--- src/rtl/systolic_feed_scheduler_pkg.sv ---
// Shared types and default sizing for the systolic feed scheduler.
package systolic_feed_scheduler_pkg;

  localparam int unsigned LANES_DEF    = 5;
  localparam int unsigned LEN_W_DEF    = 7;
  localparam int unsigned PIPE_LAT_DEF = 10;
  localparam int unsigned STALL_W_DEF  = 16;

  typedef enum logic [2:0] {
    IDLE,
    WAIT_FILL,
    STREAM,
    DRAIN,
    DONE
  } state_t;

endpackage

--- src/rtl/systolic_feed_scheduler_skew_lane_decoder.sv ---
// Combinational skew decoder: lane i is due while i <= cyc < i + len.
module skew_lane_decoder #(
  parameter int unsigned LANES = 5,
  parameter int unsigned LEN_W = 7,
  parameter int unsigned CYC_W = LEN_W + 3
) (
  input  logic [CYC_W-1:0] cyc,
  input  logic [LEN_W-1:0] len,
  output logic [LANES-1:0] due
);

  // Per-lane window compare against the shared wavefront counter
  always_comb begin
    due = '0;
    for (int unsigned i = 0; i < LANES; i++) begin
      due[i] = (cyc >= CYC_W'(i)) && (cyc < (CYC_W'(i) + CYC_W'(len)));
    end
  end

endmodule

--- src/rtl/systolic_feed_scheduler.sv ---
// Sequences skewed reads from the operand FIFOs into the systolic array.
module systolic_feed_scheduler
  import systolic_feed_scheduler_pkg::*;
#(
  parameter int unsigned LANES    = LANES_DEF,
  parameter int unsigned LEN_W    = LEN_W_DEF,
  parameter int unsigned PIPE_LAT = PIPE_LAT_DEF,
  parameter int unsigned STALL_W  = STALL_W_DEF
) (
  input  logic               clk,
  input  logic               rst_n,
  input  logic               start,
  input  logic [LEN_W-1:0]   burst_len,
  input  logic               fill_done,
  input  logic               abort,
  input  logic [LANES-1:0]   buf_empty,
  output logic [LANES-1:0]   rd_en,
  output logic [LANES-1:0]   lane_valid,
  output logic               array_clr,
  output logic               busy,
  output logic               done,
  output logic               len_err,
  output logic [STALL_W-1:0] stall_cycles
);

  localparam int unsigned CYC_W = LEN_W + 3;

  state_t             state_q, state_d;
  logic [LEN_W-1:0]   len_q, len_d;
  logic [CYC_W-1:0]   cyc_q, cyc_d;
  logic               fill_seen_q, fill_seen_d;
  logic [STALL_W-1:0] stall_cycles_q, stall_cycles_d;
  logic [LANES-1:0]   rd_en_q, rd_en_d;
  logic [LANES-1:0]   lane_valid_q, lane_valid_d;
  logic               array_clr_q, array_clr_d;
  logic               len_err_q, len_err_d;

  logic [LANES-1:0]   due;
  logic               stall;
  logic               wait_go;
  logic               last_rd;
  logic               drain_end;

  skew_lane_decoder #(
    .LANES (LANES),
    .LEN_W (LEN_W),
    .CYC_W (CYC_W)
  ) u_skew_lane_decoder (
    .cyc (cyc_q),
    .len (len_q),
    .due (due)
  );

  // Wavefront qualifiers shared by the FSM and the datapath
  always_comb begin
    stall     = |(due & buf_empty);
    wait_go   = (fill_seen_q | fill_done) && (buf_empty == '0);
    last_rd   = (cyc_q == (CYC_W'(len_q) + CYC_W'(LANES - 2)));
    drain_end = (cyc_q == CYC_W'(PIPE_LAT));
  end

  // State register
  always_ff @(posedge clk or negedge rst_n) begin
    if (!rst_n) state_q <= IDLE;
    else        state_q <= state_d;
  end

  // Next-state logic; abort overrides every non-idle transition
  always_comb begin
    state_d = state_q;
    if (state_q != IDLE && abort) begin
      state_d = IDLE;
    end else begin
      case (state_q)
        IDLE:      if (start && burst_len != '0) state_d = WAIT_FILL;
        WAIT_FILL: if (wait_go)                  state_d = STREAM;
        STREAM:    if (!stall && last_rd)        state_d = DRAIN;
        DRAIN:     if (drain_end)                state_d = DONE;
        DONE:                                    state_d = IDLE;
        default:                                 state_d = IDLE;
      endcase
    end
  end

  // State-decoded outputs
  always_comb begin
    busy = (state_q != IDLE);
    done = (state_q == DONE);
  end

  // Counters and registered outputs; cyc is reused as the drain counter
  always_comb begin
    len_d          = len_q;
    cyc_d          = cyc_q;
    fill_seen_d    = fill_seen_q;
    stall_cycles_d = stall_cycles_q;
    rd_en_d        = '0;
    lane_valid_d   = rd_en_q;
    array_clr_d    = 1'b0;
    len_err_d      = 1'b0;
    if (state_q == IDLE) begin
      if (start) begin
        if (burst_len == '0) begin
          len_err_d = 1'b1;
        end else begin
          len_d          = burst_len;
          stall_cycles_d = '0;
          fill_seen_d    = fill_done;
        end
      end
    end else begin
      if (fill_done) fill_seen_d = 1'b1;
      if (!abort) begin
        case (state_q)
          WAIT_FILL: begin
            if (wait_go) begin
              cyc_d       = '0;
              array_clr_d = 1'b1;
            end
          end
          STREAM: begin
            if (stall) begin
              if (stall_cycles_q != '1) stall_cycles_d = stall_cycles_q + STALL_W'(1);
            end else begin
              rd_en_d = due;
              cyc_d   = last_rd ? '0 : cyc_q + CYC_W'(1);
            end
          end
          DRAIN:   cyc_d = cyc_q + CYC_W'(1);
          default: ;
        endcase
      end
    end
  end

  // Datapath registers
  always_ff @(posedge clk or negedge rst_n) begin
    if (!rst_n) begin
      len_q          <= '0;
      cyc_q          <= '0;
      fill_seen_q    <= 1'b0;
      stall_cycles_q <= '0;
      rd_en_q        <= '0;
      lane_valid_q   <= '0;
      array_clr_q    <= 1'b0;
      len_err_q      <= 1'b0;
    end else begin
      len_q          <= len_d;
      cyc_q          <= cyc_d;
      fill_seen_q    <= fill_seen_d;
      stall_cycles_q <= stall_cycles_d;
      rd_en_q        <= rd_en_d;
      lane_valid_q   <= lane_valid_d;
      array_clr_q    <= array_clr_d;
      len_err_q      <= len_err_d;
    end
  end

  assign rd_en        = rd_en_q;
  assign lane_valid   = lane_valid_q;
  assign array_clr    = array_clr_q;
  assign len_err      = len_err_q;
  assign stall_cycles = stall_cycles_q;

endmodule

--- config.mk ---
export PLATFORM = sky130hd
export DESIGN_NAME = systolic_feed_scheduler
export DESIGN_NICKNAME = d
export VERILOG_FILES = /design/src/rtl/systolic_feed_scheduler_pkg.sv /design/src/rtl/systolic_feed_scheduler_skew_lane_decoder.sv /design/src/rtl/systolic_feed_scheduler.sv
export SDC_FILE = /design/constraint.sdc
export NUM_CORES = 1
export LEC_CHECK = 0
export CAP_MARGIN = 20
export CORE_MARGIN = 5
export CORE_UTILIZATION = 30
export CTS_CLUSTER_DIAMETER = 30
export DETAILED_ROUTE_END_ITERATION = 12
export SYNTH_ARGS = -nofsm -noshare
export SYNTH_HDL_FRONTEND = slang
export SYNTH_SLANG_ARGS = --single-unit
--- constraint.sdc ---
create_clock -name clk -period 4.5 [get_ports clk]
set_clock_uncertainty 0.2 [all_clocks]
set_input_delay 1.35 -clock clk [delete_from_list [all_inputs] [get_ports clk]]
set_output_delay 1.35 -clock clk [all_outputs]
set_load 0.01 [all_outputs]
==> reports/metrics.csv <==
metric,value,unit
outcome,"complete, no violations",
CP Data Required Time,4.51,ns
Worst slew margin,49.4,%
nets@finish,518,
chip height,119,um
cells along the critical path,inv_1 -> ha_1 -> a21oi_1 -> nor3_1 -> xnor2_1 -> ha_1 -> nand4_1 -> nor2b_1 -> o22ai_1 -> a2111oi_0 -> buf_4 -> a2bb2oi_2 -> and2_1 -> nor4b_1 -> mux2i_1,
HP Class,flip-flop to flip-flop,
drt initial violations,223,
final core utilization,37.5,%
power share of the combinational group,35.0,%
fraction of layout cells with a size suffix above 1,8.33,%
detailed placement HPWL,7530,um
Vias per Instance,5.36,
final setup fails,0,
post-synthesis cell area,3590,um^2
total setup buffers inserted after CTS,0,
sequential fraction of design power,37.4,%
Vias,3235,
Post-DRT Antenna Nets,0,
Final period util,92.0,%
Overflow after GRT,0,
minimum clock period,4.14,ns
"top cells by area, synth","dfrtp_1 (34%), ha_1 (16%), nand2_1 (4.4%), xnor2_1 (4.1%), a21oi_1 (3.8%)",
slew of the pin with the lowest slew margin,0.753,ns
Setup crit start kind,flip-flop,
Crit. End Element,flip-flop,
RSZ-0062 raised after global routing,no,
FP Rows,40,
clock tree buffer depth,2,
Psw,506,uW
"CP delay by family, top",simple AND/OR/NAND/NOR gates,
Synth Net Count,461,
"most used cell, CP",ha_1,
CTS Hold Bufs,0,
pins over their slew limit,0,
port bufs,46,
largest net degree at the start of global routing,32,
Yosys top cell by area,dfrtp_1,
drt drc,0,
peak fanout along the critical path,17,
clk slew on worst S/H paths,0.07,ns
setup TNS,0,ns
CTS resizes,0,
Avg WL per Cell,16.3,um
clock sinks,49,
Root Buffer,clkbuf_16,
Clock Latency Late Sink,0.29,ns
"Arr. time, crit path",4.15,ns
max_cap viols,0,
tightest hold margin,0.173,ns
CORE AREA,11900,um^2
cell count after synthesis,398,
Leakage,0.00188,uW
"commonest non-fill, non-tap cells in the layout","dfrtp_1 (49), ha_1 (46), clkdlybuf4s50_1 (45)",
"Seq/Total Area, Yosys",34.1,%
CP max-delay cell,nor4b_1,
Syn Area/Cell,9.03,um^2
Ports,47,
area grow syn2layout,23.8,%
PD cells,314,nW/um^2
Post-synth top flop,dfrtp_1,
antenna cells,0,
Synth top area share,34.1,%
Post-synth EDFFs,0,
die area,14300,um^2
clock power share,27.6,%
async set or reset register ratio after synthesis,100,%
Placed Area,4300,um^2
Yosys warnings,0,
category of the critical setup timing path,flip-flop to flip-flop,
vias in the first global route,3231,
Sw Ratio,36.1,%
chip width,119,um
first-pass GRT wire length,16600,um
total power,1400,uW
CTS tree,done,
Tot GR Track Use,14.0,%
GP Congestion,0.892,
initial cell density of the core,30.3,%
DRT Pass-1 Iters,5,
initial antenna violation count,0,
CTS Buf Count,5,
Routed WL,9860,um
number of fillers in the final layout,1178,
"slowest stage delay, CP",0.50,ns
Worst Path Buf+Inv,2,
Final Hold Fails,0,
Peak VDD IR,0.161,mV
Finished Cell Area,4450,um^2
Pint,894,uW
synthesis-stage register bit count,49,
"commonest non-fill, non-tap cell in the layout",dfrtp_1,
H-tree levels,2,
"Distinct cells, synth",55,
Max Clock Freq,242,MHz
## synth_stat cells, drive strengths merged, types with 3 or more instances
cell	count
nor2	21
and4	3
xnor2	17
dfrtp	49
ha	46
nor3	11
or4	14
o31ai	12
a2111oi	3
inv	12
a31oi	6
mux2i	4
nand3	16
clkinv	4
nand2	42
o211ai	6
a211oi	3
a21oi	28
nor4	3
nand2b	5
buf	4
or2	3
and3	10
and2	6
clkbuf	10
nand4	9
or3	8
o21ai	16
o21a	3
nor2b	6
## per-stage QoR
| stage | setup slack (ns) | cells |
|---|---|---|
| after floorplan | 0.760 | 398 |
| final | 0.360 | 603 |
| after global routing | 0.0239 | 603 |
| after global placement | 0.412 | 595 |
| after CTS | 0.274 | 603 |
| after detailed placement | 0.311 | 595 |
## registers in the layout, indices dropped and copies added, names as in the netlist
| name | flops |
|---|---|
| stall_cycles | 16 |
| cyc_q | 10 |
| len_q | 7 |
| lane_valid | 5 |
| rd_en | 5 |
| state_q | 3 |
| array_clr | 1 |
| fill_seen_q | 1 |
| len_err | 1 |
## path summary, 6_finish.rpt
path / from / slack, ns / to / cells after the start
min in group asynchronous: rst_n / 0.90 / state_q[1] / 1
max in group asynchronous: rst_n / 2.47 / cyc_q[6] / 2
worst max-delay path: len_q[1] / 0.36 / stall_cycles[14] / 15
worst min-delay path: rd_en[4] / 0.17 / lane_valid[4] / 0
worst min register to register: rd_en[4] / 0.17 / lane_valid[4] / 0
worst max register to register: len_q[1] / 0.36 / stall_cycles[14] / 15
## routing by layer
metal	up-vias	wire length, um	share of wire (%)	global-route usage (%)
met3	2	459	4.7	2.37
met4	0	48	0.49	2.36
met1	1564	4920	50	20.6
met2	78	4430	45	21.9
met5	-	0	0	0
li1	1591	-	-	-
## area by class of cell
type | count | area [um^2] | area share [%]
clock buffer | 5 | 125 | 2.81
tap | 147 | 184 | 4.13
sequential | 49 | 1230 | 27.5
timing repair buffer | 64 | 591 | 13.3
clock inverter | 3 | 25.0 | 0.562
inverter | 16 | 60.1 | 1.35
multi-input combinational | 319 | 2240 | 50.3
## power groups by stage
stage | registers [uW] | clock network (uW) | logic, uW
finish | 524 | 387 | 489
CTS | 523 | 395 | 492
global placement | 531 | 0 | 477
floorplan | 506 | 0 | 342
detailed placement | 532 | 0 | 488
global route | 529 | 418 | 556
## cells by family after synthesis
| logic type | Yosys count | synth area share, % |
|---|---|---|
| xor+xnor | 18 | 4.39 |
| flops | 49 | 34.1 |
| simple gates | 160 | 23.6 |
| mux | 5 | 1.43 |
| compound gates | 90 | 16.8 |
| buf+inv | 30 | 3.58 |
| fa+ha+maj | 46 | 16.0 |
No activity file was read; power rests on OpenSTA's default activity.
==> RTL edit, RTL diff (same settings) <==
Remove the register `len_err_q`: a continuous assignment takes its place, so the output `len_err` follows one clock earlier.
--- a/src/rtl/systolic_feed_scheduler.sv
+++ b/src/rtl/systolic_feed_scheduler.sv
@@ -143,7 +143,6 @@
       rd_en_q        <= '0;
       lane_valid_q   <= '0;
       array_clr_q    <= 1'b0;
-      len_err_q      <= 1'b0;
     end else begin
       len_q          <= len_d;
       cyc_q          <= cyc_d;
@@ -152,9 +151,10 @@
       rd_en_q        <= rd_en_d;
       lane_valid_q   <= lane_valid_d;
       array_clr_q    <= array_clr_d;
-      len_err_q      <= len_err_d;
     end
   end
+
+  assign len_err_q = len_err_d;
 
   assign rd_en        = rd_en_q;
   assign lane_valid   = lane_valid_q;
Check against the original RTL: not equivalent (Yosys sat finds a counterexample within 4 cycles, from zero or initial values and one cycle with rst_n low).
==> RTL edit against the original RTL <==
Count of clock-buffer cells in the layout increased by 1; power increased by 4.4%; critical path type unchanged; sequential cell count decreased by 1; fmax increased by 2.1%; wire length decreased by 2.7%; final area increased by 0.62%; area after synthesis decreased by 0.70%; largest cell class unchanged; first-iteration DRC count decreased by 22%; sequential share of layout area decreased by 0.73 points; worst setup slack improved by 0.085 ns; final cell count decreased by 0.83%; global-route usage decreased by 0.28 points; synthesized cell count decreased by 0.25%.
==> RTL edit: results (changes against the original RTL) <==
Worst R2R Start = len_q[2]
flop and latch count out of synthesis = 48 (-2.0%)
worst-path maximum fanout = 6 (-11)
warnings from Yosys = 0 (unchanged)
peak supply drop = 0.253 mV (+57%)
worst setup slack after placement = 0.00276 ns (-0.308 ns)
share of post-route cells with drive strength above 1 = 0.0857 (+0.00238)
family with the most delay on the worst path = compound AO/OA/AOI/OAI gates
final cell count without fillers = 598 (-0.83%)
routed via count = 3,258 (+0.71%)
outcome = finished clean
DRT Pass-1 Iters = 4 (-1)
Power Internal = 0.965 mW (+7.9%)
critical-path cell with the highest stage delay = a2111oi_0
Cell Pwr Density = 326 nW/um^2 (+3.7%)
area delta synth->final = 25.5%
endpoint of the worst-slack reg-to-reg timing path = stall_cycles[15]
GPL Wtd Cong = 0.910 (+1.9%)
first-pass GRT wire length = 16,300 um (-1.5%)
total leakage power = 1.91 nW (+1.3%)
depth of the worst register-to-register path = 15 (unchanged)
number of well taps = 143 (-2.7%)
non-clock buffer contribution to total cell area = 0.135 (+0.00254)
post-synthesis sequential area ratio = 0.336 (-0.00462)
net count reported at finish = 517 (-0.19%)
global routing usage on met1 = 0.199 (-0.00758)
number of resized instances in the post-cts repair step = 0 (unchanged)
aggregate negative setup slack = 0 ns (unchanged)
number of global-route vias before repair = 3,256 (+0.77%)
Clock buf/inv share = 0.0397 (+0.00594)
post-place instance area = 4280 um^2 (-0.41%)
worst path setup slack after routing = 0.445 ns (+0.0850 ns)
mean routed wirelength per cell = 16.0 um (-1.9%)
arrival time of data at the critical path endpoint = 4.07 ns (-0.08 ns)
Clock Buffer Count = 6 (+1)
power attributed to sequential cells = 0.505 mW (-4%)
sequential cell area = 1200 um^2 (-2.0%)
Synth top cells by count = dfrtp_1 (48), ha_1 (46), nand2_1 (42)
DP Wirelength = 7400 um (-1.8%)
top post-synthesis cells by area = dfrtp_1 (34%), ha_1 (16%), nand2_1 (4.4%), xnor2_1 (4.2%), a21oi_1 (3.8%)
number of DRC markers in iteration 0 = 174 (-22%)
detailed route wirelength on metal3 = 498 um (+8.5%)
fraction of met3 tracks used by global routing = 0.0227 (-0.000993)
total length of routed met2 wires = 4300 um (-3.0%)
Global Route met2 Usage = 0.219 (+0.000431)
transition time of the tightest slew-check pin = 0.737 ns (-0.0160 ns)
# fillers = 1,168 (-0.85%)
net count after synthesis = 460 (-0.22%)
routed length on met1 = 4710 um (-4.2%)
clock group power = 0.446 mW (+15%)
synthesized netlist cell count = 397 (-0.25%)
fraction of area in multi-input gates = 0.504 (about the same)
overall global routing resource usage = 0.138 (-0.00282)
largest net degree at the start of global routing = 28 (-13%)
number of cells in the design after placement = 590 (-0.84%)
[RTL edit: how the worst min path moves through the flow]
| stage | start | cells past startpoint | slack [ns] | endpoint |
|---|---|---|---|---|
| floorplan | rd_en[0] | 0 | 0.22 | lane_valid[0] |
| global placement | rd_en[3] | 0 | 0.16 | lane_valid[3] |
| detailed placement | rd_en[2] | 0 | 0.16 | lane_valid[2] |
| CTS | rd_en[2] | 0 | 0.18 | lane_valid[2] |
| global route | rd_en[2] | 0 | 0.20 | lane_valid[2] |
| finish | rd_en[2] | 0 | 0.18 | lane_valid[2] |
[RTL edit: cell families (layout without fill, tap and decap cells)]
logic type | Yosys count | in the layout | share of synthesized area
xor gates and xnor gates | 18 | 18 | 0.0442
AOI/OAI and AO/OA | 90 | 90 | 0.170
buffers and inverters | 30 | 88 | 0.0361
adders and majority gates | 46 | 46 | 0.161
muxes | 5 | 5 | 0.0144
DFF | 48 | 48 | 0.336
and+or+nand+nor | 160 | 160 | 0.238
